===== src/rtl/wb_arbiter.sv =====
// rtl/wb_arbiter.sv - per-channel writeback FIFOs arbitrated onto one register-file write port
module wb_arbiter #(
    parameter int NUM_CH  = 3,
    parameter int DEPTH   = 4,
    parameter int DATA_W  = 32,
    parameter int RR_MODE = 1
) (
    input  logic                       clock,
    input  logic                       reset,
    input  logic [NUM_CH-1:0]          in_oper,
    input  logic [NUM_CH-1:0]          in_writereg,
    input  logic [5*NUM_CH-1:0]        in_regdest,
    input  logic [DATA_W*NUM_CH-1:0]   in_wbvalue,
    output logic [NUM_CH-1:0]          ch_full,
    output logic [NUM_CH-1:0]          ch_overflow,
    output logic                       wb_reg_en,
    output logic [4:0]                 wb_reg_addr,
    output logic [DATA_W-1:0]          wb_reg_data,
    output logic [NUM_CH-1:0]          wb_grant
);
    localparam int AW = $clog2(DEPTH);
    localparam int PW = (NUM_CH > 1) ? $clog2(NUM_CH) : 1;
    localparam int EW = 5 + DATA_W;

    logic [EW-1:0]     mem    [NUM_CH][DEPTH];
    logic [AW-1:0]     wr_ptr [NUM_CH];
    logic [AW-1:0]     rd_ptr [NUM_CH];
    logic [AW:0]       count  [NUM_CH];
    logic [NUM_CH-1:0] want;
    logic [NUM_CH-1:0] push;
    logic [NUM_CH-1:0] pop;
    logic [NUM_CH-1:0] nonempty;
    logic [PW-1:0]     rr_ptr;
    logic [PW-1:0]     grant_idx;
    logic              grant_any;
    logic [EW-1:0]     head;
    int                arb_idx;

    // A result is only buffered when it really writes a non-zero register.
    always_comb begin
        want     = '0;
        push     = '0;
        pop      = '0;
        nonempty = '0;
        ch_full  = '0;
        for (int i = 0; i < NUM_CH; i++) begin
            want[i]     = in_oper[i] & in_writereg[i] & (in_regdest[5*i +: 5] != 5'd0);
            ch_full[i]  = (count[i] == (AW+1)'(DEPTH));
            push[i]     = want[i] & ~ch_full[i];
            nonempty[i] = (count[i] != '0);
            pop[i]      = grant_any && (int'(grant_idx) == i);
        end
    end

    // Loops run backwards so the highest-priority candidate is assigned last.
    always_comb begin
        grant_any = 1'b0;
        grant_idx = '0;
        arb_idx   = 0;
        if (RR_MODE == 0) begin
            for (int i = NUM_CH - 1; i >= 0; i--) begin
                if (nonempty[i]) begin
                    grant_any = 1'b1;
                    grant_idx = PW'(i);
                end
            end
        end else begin
            for (int off = NUM_CH; off >= 1; off--) begin
                arb_idx = (int'(rr_ptr) + off) % NUM_CH;
                if (nonempty[arb_idx[PW-1:0]]) begin
                    grant_any = 1'b1;
                    grant_idx = arb_idx[PW-1:0];
                end
            end
        end
    end

    assign head = mem[grant_idx][rd_ptr[grant_idx]];

    always_ff @(posedge clock or posedge reset) begin
        if (reset) begin
            for (int i = 0; i < NUM_CH; i++) begin
                wr_ptr[i] <= '0;
                rd_ptr[i] <= '0;
                count[i]  <= '0;
            end
            ch_overflow <= '0;
        end else begin
            for (int i = 0; i < NUM_CH; i++) begin
                if (push[i])
                    wr_ptr[i] <= wr_ptr[i] + 1'b1;
                if (pop[i])
                    rd_ptr[i] <= rd_ptr[i] + 1'b1;
                count[i] <= count[i] + {{AW{1'b0}}, push[i]} - {{AW{1'b0}}, pop[i]};
                if (want[i] & ch_full[i])
                    ch_overflow[i] <= 1'b1;
            end
        end
    end

    always_ff @(posedge clock) begin
        for (int i = 0; i < NUM_CH; i++) begin
            if (push[i])
                mem[i][wr_ptr[i]] <= {in_regdest[5*i +: 5], in_wbvalue[DATA_W*i +: DATA_W]};
        end
    end

    // Address/data hold on idle cycles; only enable and grant drop.
    always_ff @(posedge clock or posedge reset) begin
        if (reset) begin
            wb_reg_en   <= 1'b0;
            wb_reg_addr <= '0;
            wb_reg_data <= '0;
            wb_grant    <= '0;
            rr_ptr      <= PW'(NUM_CH - 1);
        end else begin
            wb_reg_en <= grant_any;
            wb_grant  <= pop;
            if (grant_any) begin
                wb_reg_addr <= head[EW-1 -: 5];
                wb_reg_data <= head[DATA_W-1:0];
                rr_ptr      <= grant_idx;
            end
        end
    end
endmodule


===== config.mk =====
export PLATFORM = sky130hd
export DESIGN_NAME = wb_arbiter
export DESIGN_NICKNAME = d
export VERILOG_FILES = /design/src/rtl/wb_arbiter.sv
export SDC_FILE = /design/constraint.sdc
export NUM_CORES = 1
export LEC_CHECK = 0
export ABC_AREA = 1
export BUFFER_PORTS_ARGS = -buffer_cell sky130_fd_sc_hd__buf_4
export CAP_MARGIN = 20
export CORE_ASPECT_RATIO = 0.8
export CORE_MARGIN = 2
export CORE_UTILIZATION = 45
export DETAILED_ROUTE_END_ITERATION = 10
export PLACE_DENSITY = 0.7
export SYNTH_ARGS = -nofsm -noshare
export SYNTH_HDL_FRONTEND = slang
export SYNTH_SLANG_ARGS = --single-unit

===== constraint.sdc =====
create_clock -name clock -period 4.7 [get_ports clock]
set_clock_uncertainty 0.2 [all_clocks]
set_input_delay 0.47 -clock clock [delete_from_list [all_inputs] [get_ports clock]]
set_output_delay 0.47 -clock clock [all_outputs]
set_load 0.005 [all_outputs]

Word level (Yosys, flattened, before mapping)
Memory sizes are Yosys's and may differ from the RTL's.
Cells that the tools add are included.

storage, ports and cells
  register bits after elaboration = 67
  memory bits (writable) = 444
  output and inout port bits = 47
  word-level logic and storage cells = 115
  memories = 1

operators by class
  add/subtract/negate cells = 15
  divide/modulo/power cells = 3
  order comparisons = 11
  equality and inequality tests = 5
  muxes and demuxes = 30
  bitwise logic cells = 20
  reduce and logical (&&, ||, !) cells = 13

memory list
  memory  depth  bits a word  rd ports  clocked after memory_dff  wr ports  RTL line  RTL
  mem     3      148          1         0                         3         25        logic [EW-1:0] mem [NUM_CH][DEPTH];

operators by type and width
  kind                                                                           number
  148-bit 2-to-1 mux                                                             3
  37-bit demux with 2-bit select                                                 3
  37-bit 2-to-1 mux                                                              5
  32-bit by 3-bit remainder unit with 32-bit output (second input constant)      3
  37-bit binary-select mux with 2-bit select                                     1
  3-bit >= comparator (second input constant)                                    5
  2-bit NOT with 3-bit output                                                    5
  5-bit nonzero test                                                             3
  2-bit by 1-bit adder with 2-bit output (second input constant)                 6
  1-bit AND                                                                      12
  2-bit 2-to-1 mux                                                               5
  3-bit by 1-bit adder with 3-bit output                                         3
  3-bit == test (second input constant)                                          3
  2-bit by 3-bit less-than comparator with 1-bit output (second input constant)  3
  3-bit by 1-bit less-than comparator with 1-bit output (second input constant)  3
  1-bit 2-to-1 mux                                                               9
  3-bit nonzero test                                                             3
  3-bit by 1-bit subtractor with 3-bit output                                    3
  2-bit by 2-bit adder with 3-bit output (second input constant)                 2
  1-bit binary-select mux with 2-bit select                                      3
  1-bit logical AND                                                              6
  2-bit binary-select mux with 2-bit select                                      1
  2-bit == test (second input constant)                                          2
  2-bit by 1-bit adder with 3-bit output (second input constant)                 1
  2 further kinds                                                                4

Logic depth before layout (Yosys ltp)
Gate-level depths: netlist of run 1.

  depth in word-level cells = 15
  gate-level depth with buffers = 20
  mapped depth without buffers = 18

Worst setup path before layout of run 1
OpenSTA, ideal clock, no wires.

  path type = reg2reg
  start = reg rr_ptr[1]
  end = reg count[8] in the netlist's numbering
  arrival time = 2922 ps
  slack = 1456 ps
  cell stages (with the launch flop) = 19
  buffers on the path = 2
  cells stage by stage = dfstp_2 > ha_1 > inv_2 > nand3_1 > nand3_2 > nand2_2 > nor2_2 > nand2_2 > nand2_4 > nand2_4 > buf_6 > buf_2 > nor2_2 > ha_1 > inv_1 > ha_1 > inv_1 > fa_1 > xor2_1

between the ends
  cells in the longest elaborated chain, start to end = 10
  elaborated cells on any way between the ends = 21
  classes of those cells = add/sub (4); div (3); mux (12); reduce/logical (2)

ends and longest elaborated chain
  element                                            RTL line  RTL
  from (decl)                                        33        logic [PW-1:0] rr_ptr;
  from (signal assigned)                             115       rr_ptr <= PW'(NUM_CH - 1);
  from (signal assigned)                             122       rr_ptr <= grant_idx;
  2-bit by 2-bit adder with 3-bit output             69        arb_idx = (int'(rr_ptr) + off) % NUM_CH;
  32-bit by 3-bit remainder unit with 32-bit output  69
  1-bit binary-select mux with 2-bit select          70        if (nonempty[arb_idx[PW-1:0]]) begin
  1-bit 2-to-1 mux (not written as such)             70
  2-bit 2-to-1 mux (3 in series)                     70
  2-bit zero test                                    51        pop[i] = grant_any && (int'(grant_idx) == i);
  1-bit logical AND *                                51
  named net pop[0]                                   31        logic [NUM_CH-1:0] pop;
  3-bit by 1-bit subtractor with 3-bit output *      94        count[i] <= count[i] + {{AW{1'b0}}, push[i]} - {{AW{1'b0}}, pop[i]};
  to (signal, indexed assignment)                    94
  to (decl)                                          28        logic [AW:0] count [NUM_CH];

Mark *: on every way through the listed nets, which the timed path passes. The rest lies on a longest branch. The select of a mux whose other input is x is not followed.
A chain may end at the register's enable or synchronous reset.

Worst setup path in the final report of run 1
  start = reg rr_ptr[1]
  end = reg wb_reg_data[7]

between the ends
  cells in the longest elaborated chain, start to end = 15
  elaborated cells on any way between the ends = 27
  classes of those cells = add/sub (3); div (3); mux (18); bitwise (2); memory (1)

ends and longest elaborated chain
  element                                                RTL line  RTL
  2-bit by 2-bit adder with 3-bit output                 69
  32-bit by 3-bit remainder unit with 32-bit output      69
  1-bit binary-select mux with 2-bit select              70
  1-bit 2-to-1 mux (not written as such)                 70
  2-bit 2-to-1 mux (3 in series)                         70
  2-bit NOT with 3-bit output (not written as such)      78        assign head = mem[grant_idx][rd_ptr[grant_idx]];
  2-bit binary-select mux with 2-bit select              78
  2-bit 2-to-1 mux (not written as such) (2 in series)   78
  2-bit NOT with 3-bit output (not written as such)      78
  37-bit binary-select mux with 2-bit select             78
  37-bit 2-to-1 mux (not written as such) (2 in series)  78
  to (signal assigned)                                   121       wb_reg_data <= head[DATA_W-1:0];
  to (decl)                                              18        output logic [DATA_W-1:0] wb_reg_data,

Parallel ways exist; a longest one is shown, timed or not. The select of a mux whose other input is x is not followed.

==> run summary, run 1 <==
nets -> 2450
antenna cells -> 0
starting density of the core -> 0.457
met3 WL -> 4680 um
I/O pins -> 166
met1 WL -> 24600 um
Tcrit/Tclk final -> 0.788
most frequent cell after synthesis -> nand2_1
CTS tree -> done
CTS Root Cell -> clkbuf_16
critical path launch point type -> flop
Final Core Density -> 0.558
initial antenna violation count -> 0
final hold violation count -> 0
total via count in the routed design -> 15.3k
row cnt -> 71
post-CTS resize count -> 0
Yosys reg bits -> 511
Top Layer Used -> met4
Netlist cell types -> 30
CP max FO -> 97
Setup TNS Final -> 0 ps
RSZ-0062 raised after global routing -> no
cell taking the most area after synthesis -> edfxtp_1
Worst EP required -> 5000 ps
Slew HR -> 0.269
Core Box Area -> 0.0471 mm2
layout cell share with drive strength beyond 1 -> 0.134
dominant synthesized flop cell -> edfxtp_1
Critical R2R Launch -> rr_ptr[1]
Die Y-Extent -> 199 um
final setup violation count -> 0
Initial DRT Pass Iterations -> 5
Total GRT Usage -> 0.239
status -> completed
gpl congestion -> 0.787
CTS H-tree lvls -> 2
vias in the first global route -> 15.1k
f_max -> 0.270 GHz
syn nets -> 2180
YS warnings -> 0
Via density -> 5.14
TritonCTS Buffers -> 49
mapped cell area -> 0.0215 mm2
EDFF count, synth -> 444
WS Path Type -> reg2reg
Port-buffer cells -> 165
post-route ant nets -> 0
post-synthesis cell count -> 2038
Starting DRT DRC Count -> 1612
Crit. End Element -> flop
Max Cap Violations -> 0
Worst Setup SP -> rr_ptr[1]
Worst Hold Launch -> in_oper[1]
clock sink total -> 511
dpl cell area -> 0.0234 mm2
DR DRC count -> 0
die width -> 248 um
global-route wire length before repair -> 88200 um
largest net degree at the start of global routing -> 126
area growth from synthesis to layout -> 22.3%
main area contributors after synthesis -> edfxtp_1 62%, nand2_1 11%, dfrtp_1 7.7%
Routed wire per std cell -> 19.9 um
Clock Path Buffers -> 3
Detailed Route WL -> 59000 um
worst skew pair latency -> 580 ps
syn_area_per_cell -> 10.5 um2
met2 wire len -> 28300 um
Post-synth ARST share -> 0.131
total grt overflow -> 0
Worst Path Arrival -> 4010 ps
Synth top area share -> 0.620
slew of the pin with the lowest slew margin -> 1100 ps
estimated wirelength of the detail-placed design -> 31400 um
Final min period -> 3700 ps
Max Slew Vio Count -> 0
Die Area -> 0.0495 mm2
clk slew on worst S/H paths -> 60 ps
design area -> 0.0263 mm2
post-synthesis sequential area ratio -> 0.698
Post-synth top cells -> 650 x nand2_1, 444 x edfxtp_1, 318 x nor2_1, 203 x nand3_1, 190 x inv_1
Hold WC Path Type -> in2reg
==> critical path, stage by stage (launching register included) <==
cell	delay, ps
dfstp_2	530
ha_1	260
inv_2	150
nand3_1	110
nand3_2	110
nand2_2	120
o21ai_4	400
buf_4	910
nand2_1	180
nand2_1	160
nor2_1	50
nand2_1	60
nand3_1	100
nand2_1	110
nand2_1	60
nand2_1	90
==> repair_timing <==
| action | 4_1_cts | 5_1_grt |
|---|---|---|
| hold buffers | 112 | 0 |
| buffers inserted | 0 | 0 |
| hold endpoints to repair | 478 | 0 |
==> cells in the final DEF, fill, tap and decap left out, drive strengths merged, types with 4 or more instances in the layout <==
master	n
nand2	656
edfxtp	444
nor2	321
nand3	205
buf	198
inv	194
dlygate4sd3	112
clkbuf	67
dfrtp	66
ha	20
clkinv	18
xor2	9
o21ai	9
bufinv	5
or2	4
==> final timing paths <==
kind                             endpoint  slack [ps]  cells after the start
setup / recovery           wb_reg_data[7]        1000                     15
hold / removal             ch_overflow[1]         260                      4
setup reg to reg           wb_reg_data[7]        1000                     15
hold reg to reg            ch_overflow[0]         260                      1
max in group asynchronous       rr_ptr[1]        2820                      4
min in group asynchronous  wb_reg_data[1]         450                      3
==> logic make-up after synthesis <==
family                   Yosys count  synth area share
flip-flops                       511             0.698
adder cells (fa/ha/maj)           23            0.0144
buffers and inverters            285            0.0549
XOR/XNOR                          10           0.00407
AND/OR/NAND/NOR                 1191             0.223
AO/OA/AOI/OAI                     18           0.00524
==> metal layers <==
metal	global-route usage	vias to the layer above
li1	-	7134
met3	0.0334	118
met4	0.0739	0
met2	0.401	668
met5	0	-
met1	0.324	7346
==> registers in the layout (all words and copies together), names as in the netlist <==
name,flops
rd_ptr,6
wb_reg_data,32
count,9
mem,444
wb_grant,3
rr_ptr,2
ch_overflow,3
wb_reg_addr,5
wr_ptr,6
wb_reg_en,1
==> final cells by class <==
type / count / area [um2]
flip-flops and latches: 511 / 15000
fillers: 3930 / 20800
multi-input cells: 1242 / 5430
clock buffers: 67 / 1410
well taps: 620 / 776
clock inverters: 25 / 264
inverters: 194 / 729
repair buffers: 310 / 2670
==> stage by stage <==
step           hold WS, ps  cells  setup slack, ps
6_report               256   2969              995
5_1_grt                237   2969              805
4_1_cts                211   2967             1050
3_5_place_dp           246   2763             1100
3_3_place_gp           246   2763             1230
2_1_floorplan          233   2038             1460
Power of run 1 is left out: the tool's default activity adds up to more than one toggle a clock period on the data nets, which glitch-free logic cannot reach.
==> run 2, diff against run 1 <==
--- a/config.mk
+++ b/config.mk
@@ -5,7 +5,7 @@
 export SDC_FILE = /design/constraint.sdc
 export NUM_CORES = 1
 export LEC_CHECK = 0
-export ABC_AREA = 1
+export ABC_AREA = 0
 export BUFFER_PORTS_ARGS = -buffer_cell sky130_fd_sc_hd__buf_4
 export CAP_MARGIN = 20
 export CORE_ASPECT_RATIO = 0.8
==> constraint.sdc (replaced) <==
create_clock -name clock -period 3.5 [get_ports clock]
set_clock_uncertainty 0.2 [all_clocks]
set_input_delay 0.35 -clock clock [delete_from_list [all_inputs] [get_ports clock]]
set_output_delay 0.35 -clock clock [all_outputs]
set_load 0.005 [all_outputs]
==> run summary, run 2 <==
Tcrit/Tclk final -> 0.962 (+0.174)
Worst EP required -> 3810 ps (-1190 ps)
cell taking the most area after synthesis -> edfxtp_1
Sw Share -> 0.375
post-route ant nets -> 0 (unchanged)
Psw -> 0.00964 W
gpl congestion -> 0.805 (+2.2%)
CTS tree -> done
area growth from synthesis to layout -> 25.9%
placed insts -> 1855 (-33%)
I/O pins -> 166 (unchanged)
Port-buffer cells -> 165 (unchanged)
f_max -> 0.297 GHz (+10%)
vias in the first global route -> 11.8k (-22%)
post-synthesis sequential area ratio -> 0.768 (+0.0699)
sequential share of power -> 0.320
Slew HR -> 0.542 (+0.273)
RSZ-0062 raised after global routing -> no
final std cells w/o fill -> 2059 (-31%)
Final min period -> 3370 ps (-337 ps)
clk slew on worst S/H paths -> 60 ps (about the same)
Setup TNS Final -> 0 ps (unchanged)
total via count in the routed design -> 11.9k (-22%)
Yosys reg bits -> 511 (unchanged)
Initial DRT Pass Iterations -> 6 (+1)
post-synthesis cell count -> 1167 (-43%)
Synth top area share -> 0.682 (+0.0621)
critical path launch point type -> flop
Core Box Area -> 0.0430 mm2 (-8.7%)
dominant synthesized flop cell -> edfxtp_1
CTS H-tree lvls -> 2 (unchanged)
most common cell after layout, fill and taps aside -> edfxtp_1
Via density -> 5.79 (+13%)
internal power -> 0.0161 W
Routed wire per std cell -> 24.0 um (+21%)
largest net degree at the start of global routing -> 77 (-39%)
Hold WC Path Type -> in2reg
nets -> 1601 (-35%)
Max Slew Vio Count -> 0 (unchanged)
Clock Power Share -> 0.214
Crit. End Element -> flop
most frequent cell after synthesis -> edfxtp_1
estimated wirelength of the detail-placed design -> 29300 um (-6.5%)
DR DRC count -> 0 (unchanged)
WS Path Type -> reg2reg
combinational power share -> 0.466
die width -> 237 um (-4.6%)
EDFF count, synth -> 444 (unchanged)
Die Y-Extent -> 190 um (-4.6%)
max reg flops -> 444 (unchanged)
worst skew pair latency -> 590 ps (about the same)
Netlist cell types -> 47 (+57%)
Max Cap Violations -> 0 (unchanged)
Worst Path Arrival -> 3680 ps (-330 ps)
total grt overflow -> 0 (unchanged)
initial antenna violation count -> 1 (+1)
Die Area -> 0.0451 mm2 (-8.9%)
CTS Root Cell -> clkbuf_16
syn nets -> 1309 (-40%)
Total GRT Usage -> 0.218 (-0.0213)
main area contributors after synthesis -> edfxtp_1 68%, dfrtp_1 8.5%, a22o_1 3.3%
layout cell share with drive strength beyond 1 -> 0.210 (+0.0755)
final setup violation count -> 0 (unchanged)
slew of the pin with the lowest slew margin -> 688 ps (-409 ps)
pwr/cell area -> 1040 mW/mm2
TritonCTS Buffers -> 49 (unchanged)
leakage -> 8.86 nW
Post-synth top cells -> 444 x edfxtp_1, 81 x nand2_1, 75 x a22oi_1, 74 x a211oi_1, 74 x a22o_1
Clock Path Buffers -> 3 (unchanged)
most frequent cells in the layout -> 444 x edfxtp_1, 183 x buf_4, 113 x dlygate4sd3_1
CP max FO -> 55 (-43%)
final hold violation count -> 0 (unchanged)
syn_area_per_cell -> 16.7 um2 (+59%)
Post-synth ARST share -> 0.131 (unchanged)
clock sink total -> 511 (unchanged)
row cnt -> 68 (-4.2%)
status -> completed
Starting DRT DRC Count -> 1264 (-22%)
mapped cell area -> 0.0195 mm2 (-9.1%)
global-route wire length before repair -> 73400 um (-17%)
Detailed Route WL -> 49500 um (-16%)
maximum vdd drop -> 1.14 mV
starting density of the core -> 0.455 (-0.00180)
YS warnings -> 0 (unchanged)
run 2: cell types whose count changed in the layout (fill, tap and decap cells not counted), moves of 35 or more:
cell      before  now
nand3_1      203    3
nand2_1      646   81
a211oi_1       0   74
a211o_1        0   35
inv_1        188   23
nor2_1       306    1
a22o_1         0   74
nor3_1         0   38
a311oi_1       0   37
a22oi_1        0   75
and3_1         0   35
run 2: logic make-up (layout without fill, tap and decap cells):
family	count (synthesis)	after routing	share of synthesized area
adders and majority gates	23	23	0.0159
and+or+nand+nor	188	188	0.0485
AOI/OAI and AO/OA	327	327	0.137
DFF	511	511	0.768
xor gates and xnor gates	15	15	0.00672
buffers and inverters	103	434	0.0234
other	0	1	0
run 2: final timing paths:
check,to,from,slack (ps),cells after the start
max,wb_reg_data[9],rr_ptr[1],130,10
min,ch_overflow[0],in_oper[0],50,3
max reg2reg,wb_reg_data[9],rr_ptr[1],130,10
min reg2reg,ch_overflow[0],ch_overflow[0],260,1
max in group asynchronous,wb_reg_data[19],reset,2120,4
min in group asynchronous,wb_reg_addr[2],reset,180,3
run 2: worst max-delay path: stages, from the launching register on:
cell and delay, ps:
dfstp_2 540, ha_2 330, a2111o_1 460, a21o_1 270
nor2_4 200, buf_12 320, buf_4 310, a22o_1 190
a211oi_1 50, a311oi_1 270, a211o_1 140
run 2: power by group through the flow:
stage          sequential, W  combinational (W)  clock [W]
5_1_grt              0.00831             0.0130    0.00579
2_1_floorplan        0.00821            0.00803          0
3_5_place_dp         0.00834             0.0118          0
4_1_cts              0.00822             0.0119    0.00557
3_3_place_gp         0.00832             0.0114          0
6_report             0.00823             0.0120    0.00549
run 2: layout make-up:
type	count	area, um2
tap	560	701
fill	3242	18400
clock buffer	60	1330
timing repair buffer	319	2970
antenna	1	2.50
clock inverter	30	377
sequential	511	15000
inverter	25	98.8
multi-input combinational	553	4120
run 2: through the flow:
| stage | hold WS, ps | power, W | utilization | cell area, um2 | worst slack [ps] |
|---|---|---|---|---|---|
| floorplan | 241 | 0.0162 | - | 19600 | 23.1 |
| global placement | 245 | 0.0198 | 0.507 | 21800 | 206 |
| detailed placement | 251 | 0.0201 | 0.507 | 21800 | 177 |
| CTS | 11.7 | 0.0257 | 0.573 | 24600 | 154 |
| global route | 30.6 | 0.0271 | 0.573 | 24600 | 32.2 |
| finish | 47.0 | 0.0257 | 0.573 | 24600 | 132 |
run 2: timing repair:
item | 4_1_cts | 5_1_grt
buffers inserted | 0 | 0
endpoints found under the hold margin | 477 | 0
setup endpoints to repair | 0 | 0
hold buffers | 113 | 0
resized for setup | 0 | 0
run 2: layer usage:
layer,up-vias,wire length [um],global-route usage
met2,544,23100,0.346
met3,82,4180,0.0382
li1,5294,-,-
met4,0,1030,0.0606
met5,-,0,0
met1,5999,21200,0.312
Power figures use the tool's default switching activity.
==> run 3, diff against run 2 <==
--- a/config.mk
+++ b/config.mk
@@ -7,12 +7,12 @@
 export LEC_CHECK = 0
 export ABC_AREA = 0
 export BUFFER_PORTS_ARGS = -buffer_cell sky130_fd_sc_hd__buf_4
-export CAP_MARGIN = 20
 export CORE_ASPECT_RATIO = 0.8
 export CORE_MARGIN = 2
-export CORE_UTILIZATION = 45
+export CORE_UTILIZATION = 35
+export CTS_BUF_LIST = sky130_fd_sc_hd__clkbuf_2
 export DETAILED_ROUTE_END_ITERATION = 10
-export PLACE_DENSITY = 0.7
+export PLACE_DENSITY = 0.58
 export SYNTH_ARGS = -nofsm -noshare
 export SYNTH_HDL_FRONTEND = slang
 export SYNTH_SLANG_ARGS = --single-unit
==> run summary, run 3 (same netlist as run 2, synthesis figures left out) <==
worst reg2reg setup slack -> 130 ps (about the same)
post-route ant nets -> 0 (unchanged)
maximum vdd drop -> 1.19 mV (+4.2%)
Port-buffer cells -> 165 (unchanged)
Worst Setup SP -> in_regdest[3]
final setup violation count -> 0 (unchanged)
post-CTS setup buffer count -> 0 (unchanged)
worst reg2reg path depth -> 13 (+3)
Final Core Density -> 0.460 (-0.113)
layout cell share with drive strength beyond 1 -> 0.242 (+0.0319)
WS Path Type -> in2reg
clk slew on worst S/H paths -> 100 ps (+40 ps)
slew of the pin with the lowest slew margin -> 948 ps (+261 ps)
worst-path cell chain -> dlygate4sd3_1 > dlygate4sd3_1 > buf_4 > or3_1 > o311a_1 > dlygate4sd3_1 > nor2b_2 > inv_1 > ha_1 > inv_1 > ha_1 > inv_1 > fa_1 > xnor2_1 > xnor2_1
Clock Power Share -> 0.159 (-0.055)
Die Area -> 0.0577 mm2 (+28%)
largest net degree at the start of global routing -> 102 (+32%)
initial antenna violation count -> 4 (+3)
Top delay family on crit path -> buffers and inverters
leakage -> 9.32 nW (+5.3%)
Crit. End Element -> flop
starting density of the core -> 0.354 (-0.101)
final hold violation count -> 0 (unchanged)
final std cells w/o fill -> 2502 (+22%)
Worst Path Arrival -> 4230 ps (+550 ps)
CP max FO -> 8 (-85%)
Worst Hold Launch -> in_oper[2]
Clock Path Buffers -> 3 (unchanged)
DR DRC count -> 0 (unchanged)
combinational power share -> 0.495 (+0.029)
most common cell after layout, fill and taps aside -> edfxtp_1
CP max stage cell -> dlygate4sd3_1
vias in the first global route -> 13.2k (+12%)
Total GRT Usage -> 0.188 (-0.0301)
FF-to-FF End -> count[8]
area growth from synthesis to layout -> 29.8%
Tcrit/Tclk final -> 0.987 (+0.0247)
design area -> 0.0254 mm2 (+3.1%)
Reg area -> 0.0150 mm2 (unchanged)
Sw Share -> 0.406 (+0.0306)
Hold WC Path Type -> in2reg
Max Cap Violations -> 0 (unchanged)
Die Y-Extent -> 215 um (+13%)
Pwr Total -> 0.0238 W (-7.5%)
worst hold stages -> 4 (+1)
buffers and inverters on the worst path -> 7 (+5)
placed insts -> 2042 (+10%)
status -> completed
dpl cell area -> 0.0219 mm2 (+0.64%)
area of the multi-input gates -> 0.00413 mm2 (+0.12%)
most frequent cells in the layout -> 444 x edfxtp_1, 235 x dlygate4sd3_1, 185 x buf_4
Detailed Route WL -> 54000 um (+9.0%)
CP max stage delay -> 590 ps (+50 ps)
critical path launch point type -> primary input
clock sink total -> 511 (unchanged)
CTS Root Cell -> clkbuf_2
worst hold path endpoint -> ch_overflow[2]
I/O pins -> 166 (unchanged)
Starting DRT DRC Count -> 993 (-21%)
Via density -> 5.03 (-13%)
CTS H-tree lvls -> 3 (+1)
total via count in the routed design -> 12.6k (+5.5%)
Setup TNS Final -> 0 ps (unchanged)
Routed wire per std cell -> 21.6 um (-10%)
sequential share of power -> 0.345 (+0.025)
Core Box Area -> 0.0552 mm2 (+28%)
worst skew pair latency -> 1100 ps (+510 ps)
CTS tree -> done
die width -> 268 um (+13%)
gpl congestion -> 0.784 (-2.6%)
Psw -> 0.00964 W (about the same)
max reg flops -> 444 (unchanged)
Critical R2R Launch -> rr_ptr[1]
f_max -> 0.290 GHz (-2.5%)
TritonCTS Buffers -> 120 (+140%)
row cnt -> 77 (+13%)
global-route wire length before repair -> 80800 um (+10%)
Initial DRT Pass Iterations -> 7 (+1)
nets -> 1791 (+12%)
estimated wirelength of the detail-placed design -> 30700 um (+4.6%)
Worst EP required -> 4280 ps (+470 ps)
pwr/cell area -> 937 mW/mm2 (-10%)
internal power -> 0.0141 W (-12%)
Slew HR -> 0.368 (-0.174)
Final min period -> 3450 ps (+86.3 ps)
Fillers -> 4941 (+52%)
total grt overflow -> 0 (unchanged)
Max Slew Vio Count -> 0 (unchanged)
RSZ-0062 raised after global routing -> yes
## run 3: cell types whose count changed in the layout (fill, tap and decap cells not counted), sizes merged
cell	previous run	this run
clkinvlp	1	2
bufinv	7	1
clkbuf	60	179
buf	206	203
diode	1	5
clkinv	20	36
dlygate4sd3	113	235
## run 3: cell type report
cell class / instances / area share
flip-flops and latches: 511 / 0.592
repair buffers: 438 / 0.161
well taps: 750 / 0.0370
multi-input cells: 553 / 0.163
clock buffers: 179 / 0.0353
clock inverters: 41 / 0.00764
inverters: 25 / 0.00390
diodes: 5 / 0.000493
## run 3: routing by layer
| layer | GRT usage | wire length [um] | vias up |
|---|---|---|---|
| met5 | 0 | 25 | - |
| met1 | 0.255 | 23800 | 6303 |
| li1 | - | - | 5774 |
| met4 | 0.0518 | 880 | 4 |
| met3 | 0.0422 | 3320 | 73 |
| met2 | 0.303 | 26000 | 426 |
## run 3: worst reg2reg max path: stages, from the launching register on
cell and delay (ps):
dfstp_2 540, inv_1 50, ha_1 290, nor4b_2 240, a2111oi_4 440, nor2_4 120
nor3_2 230, ha_1 270, inv_1 60, ha_1 130, inv_1 50, fa_1 370
xnor2_1 140, xnor2_1 130
## run 3: repair_timing
item                                    in CTS  in global routing
resized for setup                            0                  3
endpoints found under the hold margin      531                  0
hold buffers                               235                  0
endpoints found under the setup margin       0                 14
## run 3: power by group through the flow
stage	clock network [W]	registers, W	logic (W)
5_1_grt	0.00422	0.00830	0.0129
4_1_cts	0.00393	0.00822	0.0119
3_5_place_dp	0	0.00835	0.0116
2_1_floorplan	0	0.00821	0.00803
3_3_place_gp	0	0.00835	0.0113
6_report	0.00378	0.00821	0.0118
## run 3: worst max-delay path by stage
stage / end / slack, ps / depth (start not counted)
4_1_cts: count[8] / 30 / 14
5_1_grt: count[8] / -80 / 13
3_3_place_gp: count[8] / 230 / 12
3_5_place_dp: wb_reg_data[19] / 150 / 10
2_1_floorplan: count[8] / 20 / 16
6_report: count[8] / 50 / 15
## run 3: per-stage QoR
step / hold WS [ps] / worst slack [ps]
2_1_floorplan: 241 / 23.1
6_report: 242 / 45.9
3_3_place_gp: 244 / 227
4_1_cts: 66.3 / 28.2
5_1_grt: 113 / -76.6
3_5_place_dp: 245 / 149
